===== config.mk =====
export PLATFORM = sky130hd
export DESIGN_NAME = sram_word_bridge
export DESIGN_NICKNAME = d
export VERILOG_FILES = /design/src/rtl/sram_word_bridge_pkg.sv /design/src/rtl/sram_word_bridge.sv
export SDC_FILE = /design/constraint.sdc
export NUM_CORES = 1
export LEC_CHECK = 0
export BUFFER_PORTS_ARGS = -buffer_cell sky130_fd_sc_hd__buf_2
export CAP_MARGIN = 20
export CORE_ASPECT_RATIO = 0.75
export CORE_MARGIN = 1.5
export CORE_UTILIZATION = 30
export CTS_CLUSTER_DIAMETER = 150
export DETAILED_ROUTE_END_ITERATION = 10
export HOLD_SLACK_MARGIN = 0.06
export PLACE_DENSITY_LB_ADDON = 0.15
export SLEW_MARGIN = 20
export SYNTH_ARGS = -nofsm -noshare
export SYNTH_HDL_FRONTEND = slang
export SYNTH_SLANG_ARGS = --single-unit
export TNS_END_PERCENT = 50

===== constraint.sdc =====
create_clock -name clk -period 2.2 [get_ports clk]
set_input_delay 0.22 -clock clk [delete_from_list [all_inputs] [get_ports clk]]
set_output_delay 0.22 -clock clk [all_outputs]
set_load 0.03 [all_outputs]

===== src/rtl/sram_word_bridge_pkg.sv =====
// sram_word_bridge_pkg
//   Memory-map constants shared between the word bridge and the byte-wide
//   SRAM controller, plus a byte-lane extraction helper.
package sram_word_bridge_pkg;

  // Byte-address width of the SRAM controller port.
  localparam int SRAM_ADR_W = 17;

  // Byte lanes per CPU word and the width of a lane index.
  localparam int NUM_LANES  = 4;
  localparam int LANE_IDX_W = $clog2(NUM_LANES);

  // Little-endian lane select: lane i is bits 8i+7:8i.
  function automatic logic [7:0] lane_byte(input logic [31:0] word,
                                           input logic [LANE_IDX_W-1:0] lane);
    return word[{lane, 3'b000} +: 8];
  endfunction

endpackage


===== src/rtl/sram_word_bridge.sv =====
// sram_word_bridge
//   Splits 32-bit CPU word requests into up to four sequential byte accesses
//   on a byte-wide SRAM controller, lanes 0..3 in ascending order. Write
//   lanes with a clear strobe are skipped; a zero strobe is a full-word read.
//
// Ports
//   clk, rst          clock, synchronous active-high reset
//   mem_valid/addr/wdata/wstrb   CPU request (held until mem_ready)
//   mem_ready, mem_rdata         one-cycle completion pulse and read word
//   go, wr, adr, dat             one-cycle access start to the controller
//   busy, rdt                    controller status and read byte
module sram_word_bridge
  import sram_word_bridge_pkg::*;
#(
  parameter int ADR_W = SRAM_ADR_W
) (
  input  logic             clk,
  input  logic             rst,
  input  logic             mem_valid,
  input  logic [31:0]      mem_addr,
  input  logic [31:0]      mem_wdata,
  input  logic [3:0]       mem_wstrb,
  output logic             mem_ready,
  output logic [31:0]      mem_rdata,
  output logic             go,
  output logic             wr,
  output logic [ADR_W-1:0] adr,
  output logic [7:0]       dat,
  input  logic             busy,
  input  logic [7:0]       rdt
);

  typedef enum logic [2:0] {IDLE, ISSUE, WAIT_HI, WAIT_LO, DONE} state_t;

  localparam logic [LANE_IDX_W-1:0] LAST_LANE = LANE_IDX_W'(NUM_LANES - 1);

  state_t                  state;
  logic [LANE_IDX_W-1:0]   lane;
  logic [ADR_W-3:0]        word_adr;
  logic [31:0]             wdata_q;
  logic [3:0]              wstrb_q;

  logic is_read;
  logic need_access;

  assign is_read     = (wstrb_q == 4'b0000);
  assign need_access = is_read | wstrb_q[lane];

  // Address bits outside the word index are intentionally ignored.
  logic unused_addr_bits;
  assign unused_addr_bits = ^{mem_addr[31:ADR_W], mem_addr[1:0]};

  always_ff @(posedge clk) begin
    if (rst) begin
      state     <= IDLE;
      lane      <= '0;
      word_adr  <= '0;
      wdata_q   <= '0;
      wstrb_q   <= '0;
      go        <= 1'b0;
      wr        <= 1'b0;
      adr       <= '0;
      dat       <= '0;
      mem_ready <= 1'b0;
      mem_rdata <= '0;
    end else begin
      go        <= 1'b0;
      mem_ready <= 1'b0;
      case (state)
        IDLE: begin
          if (mem_valid) begin
            word_adr <= mem_addr[ADR_W-1:2];
            wdata_q  <= mem_wdata;
            wstrb_q  <= mem_wstrb;
            lane     <= '0;
            // Unread lanes must come back as zero.
            if (mem_wstrb == 4'b0000) mem_rdata <= '0;
            state    <= ISSUE;
          end
        end
        ISSUE: begin
          if (need_access) begin
            // Hold off while a previous (possibly orphaned) access finishes.
            if (!busy) begin
              go    <= 1'b1;
              wr    <= !is_read;
              adr   <= {word_adr, lane};
              dat   <= lane_byte(wdata_q, lane);
              state <= WAIT_HI;
            end
          end else if (lane == LAST_LANE) begin
            mem_ready <= 1'b1;
            state     <= DONE;
          end else begin
            lane <= lane + 1'b1;
          end
        end
        WAIT_HI: begin
          if (busy) state <= WAIT_LO;
        end
        WAIT_LO: begin
          if (!busy) begin
            if (is_read) mem_rdata[{lane, 3'b000} +: 8] <= rdt;
            if (lane == LAST_LANE) begin
              mem_ready <= 1'b1;
              state     <= DONE;
            end else begin
              lane  <= lane + 1'b1;
              state <= ISSUE;
            end
          end
        end
        DONE: begin
          // Always return to IDLE; the requester drops mem_valid now.
          state <= IDLE;
        end
        default: state <= IDLE;
      endcase
    end
  end

endmodule


==> results.py <==
metrics = {
    "pwr": {
        "ir_worst_vdd_uv": 606,
        "pwr-share-seq_pct": 34.3,
        "power.share.clock_pct": 41.4,
        "p_int_mw": 5.13,
        "powerDensity_nw_per_um2": 1050,
        "leakage_nw": 2.80,
        "share_comb_of_total_power_pct": 24.2,
        "p_sw_share_pct": 29.6,
        "p_sw_mw": 2.16,
    },
    "synth": {
        "ys_ff_latch": 116,
        "synth_edf_count": 0,
        "synth_area_leader_cell": "dfxtp_1",
        "yosys_warnings": 0,
        "ys_types": 41,
        "async_reset_ff_share_pct": 0,
        "syn-cell-area_um2": 4800,
        "synthTopCellsByArea": "dfxtp_1 (48%), nand2_1 (8.9%), a21oi_1 (8.9%)",
        "syn-instance-count": 549,
        "syn_nets": 635,
        "seq_area_frac_synth_pct": 48.4,
        "yosys_most_used_dff": "dfxtp_1",
        "avgSynthCellArea_um2": 8.74,
        "netlist.area_leader.share_pct": 48.4,
    },
    "sta": {
        "final-setup-viol-count": 0,
        "totalNegativeSetupSlack_ps": 0,
        "min_period_over_period_pct": 90.3,
        "tightest_slew_ps": 671,
        "fmax_mhz": 503,
        "min_period_ps": 1990,
        "rsz0062_at_grt": "false",
        "drv_slew": 0,
        "worst_clock_skew_ps": 10.0,
        "slew_headroom_pct": 55.3,
        "hold_violations": 0,
    },
    "place": {
        "place_congestion": 0.856,
        "dp_hpwl_um": 8730,
        "place_area_um2": 5770,
        "portBuffers": 122,
    },
    "worst_setup_path": {
        "path_class": "reg2reg",
        "path_delay_family": "simple AND/OR/NAND/NOR gates",
        "crit_buf_inv": 0,
        "cp.required_ps": 2500,
        "slowest_delay_ps": 530,
        "cp.arrival_ps": 2290,
        "cp_slowest_cell": "dfxtp_1",
        "path_max_fanout": 12,
        "worst_setup_path_end_kind": "flop",
        "cp-start-kind": "flop",
        "cp_cell_sequence": "nand2b_1 -> or3_1 -> o22a_1 -> o41a_1 -> mux2_1",
    },
    "clocking": {
        "clk_path_buf_depth": 2,
        "clk_latency_ps": 420,
        "cts_tree": "done",
        "cts-buffers-inserted": 17,
        "post-cts-setup-buffers": 0,
        "cts-root-buf": "clkbuf_16",
        "htree_num_levels": 4,
        "clkSinkCount": 116,
        "cts.clk_slew.worst_paths_ps": 60,
    },
    "drt": {
        "ant_nets": 0,
        "vias": 4405,
        "drc_errors": 0,
        "routedWlPerCell_um": 13.9,
        "wirelength_um": 13100,
        "dr.first_iter.drc_count": 260,
        "dr.pass1.iters": 4,
        "viasPerCell": 4.66,
    },
    "floorplan": {
        "die_height_um": 113,
        "initial_utilization_pct": 31.1,
        "pin_count": 140,
        "dieWidth_um": 149,
        "die-area_um2": 16800,
        "rows": 39,
        "coreArea_um2": 15400,
    },
    "layout": {
        "final_common_cell": "buf_2",
        "layout_common_cells": "buf_2 (121), dfxtp_1 (115), nand2_1 (113), a21oi_1 (85), dlygate4sd3_1 (50)",
        "diodes": 0,
        "drive_above_1_share_pct": 27.0,
        "synthToLayoutAreaGrowth_pct": 44.4,
        "fin_area_um2": 6930,
        "n_fill_cell": 1536,
        "nNetsFinal": 813,
    },
    "global_route": {
        "grtUsageTotal_pct": 16.6,
        "grt_pass1_vias": 4384,
        "grt_pass1_wl_um": 21500,
        "overflow": 0,
        "antenna_found_initial": 0,
        "grt_max_degree": 64,
    },
    "status": {
        "status": "finished clean",
    },
    "hold_path": {
        "hold_class": "in2reg",
    },
    "job": {
        "max_cap_violations": 0,
    },
}
-- worst min-delay path, delay by kind of cell --
| kind | cells | cell delay [ps] |
|---|---|---|
| buffers and inverters | 1 | 100 |
| AO/OA/AOI/OAI | 1 | 70 |
| AND/OR/NAND/NOR | 1 | 70 |
-- registers in the layout (all words and copies together), names as in the netlist --
| register | cells |
|---|---|
| mem_rdata | 32 |
| wdata_q | 32 |
| adr | 17 |
| word_adr | 15 |
| dat | 8 |
| wstrb_q | 4 |
| state | 3 |
| lane | 2 |
| go | 1 |
| mem_ready | 1 |
| wr | 1 |
-- synth_stat cells, drive strengths merged (3+ instances only) --
library cell,instances
nand2,114
ha,6
a21oi,89
nor4,4
nor3,9
a211oi,4
o211a,3
mux4,8
nor2,35
nand3,33
buf,10
clkbuf,27
o21ai,3
nand2b,34
inv,5
nor4b,3
dfxtp,116
mux2i,27
-- power by group through the flow --
stage / registers (mW) / logic (mW) / clock network (mW)
after floorplan: 2.53 / 1.16 / 0
after global placement: 2.53 / 1.69 / 0
after detailed placement: 2.54 / 1.71 / 0
after CTS: 2.50 / 1.78 / 3.08
after global routing: 2.54 / 1.95 / 3.19
final: 2.50 / 1.77 / 3.02
-- final timing paths --
| kind | start | to | slack, ps | depth (start not counted) |
|---|---|---|---|---|
| max | state[0]$_SDFFE_PP0P_ | state[0]$_SDFFE_PP0P_ | 210 | 5 |
| min | mem_wdata[26] | wdata_q[26]$_SDFFE_PP0P_ | 80 | 3 |
| max reg2reg | state[0]$_SDFFE_PP0P_ | state[0]$_SDFFE_PP0P_ | 210 | 5 |
| min reg2reg | wdata_q[28]$_SDFFE_PP0P_ | wdata_q[28]$_SDFFE_PP0P_ | 450 | 2 |
-- cells by family after synthesis --
group	Yosys count	synth area share (%)
and+or+nand+nor	241	23.1
DFF	116	48.4
AOI/OAI and AO/OA	108	13.4
buffers and inverters	42	3.94
muxes	36	9.62
adders and majority gates	6	1.56
-- layout make-up --
type / instances / area [um2] / share of cell area (%)
clock buffers: 21 / 480 / 6.94
clock inverters: 11 / 173 / 2.49
inverters: 5 / 18.8 / 0.271
multi-input cells: 391 / 2300 / 33.3
flip-flops and latches: 116 / 2320 / 33.6
well taps: 205 / 256 / 3.70
repair buffers: 196 / 1370 / 19.8
-- routing by layer --
layer  GRT usage (%)  vias up  wire [um]
met4            5.94        0        157
met5               0        -          0
met1            20.9     2061       6290
met2            25.6      100       5920
met3            6.54       15        737
li1                -     2229          -
-- stage by stage --
step                power, mW  instances  setup WS, ps  util (%)  hold WS (ps)
floorplan                3.69        549          90.3         -           356
global placement         4.22        863           180      37.4           439
detailed placement       4.26        863           157      37.4           446
CTS                      7.36        944           123      44.8          68.5
global route             7.68        945           105      44.9          76.7
finish                   7.28        945           214      44.9          84.5
-- repair_timing --
item / 4_1_cts / 5_1_grt
hold buffers: 49 / 1
endpoints found under the setup margin: 0 / 9
endpoints found under the hold margin: 49 / 1
resized for setup: 0 / 1
Note: power is estimated with default switching activity, not from simulation.
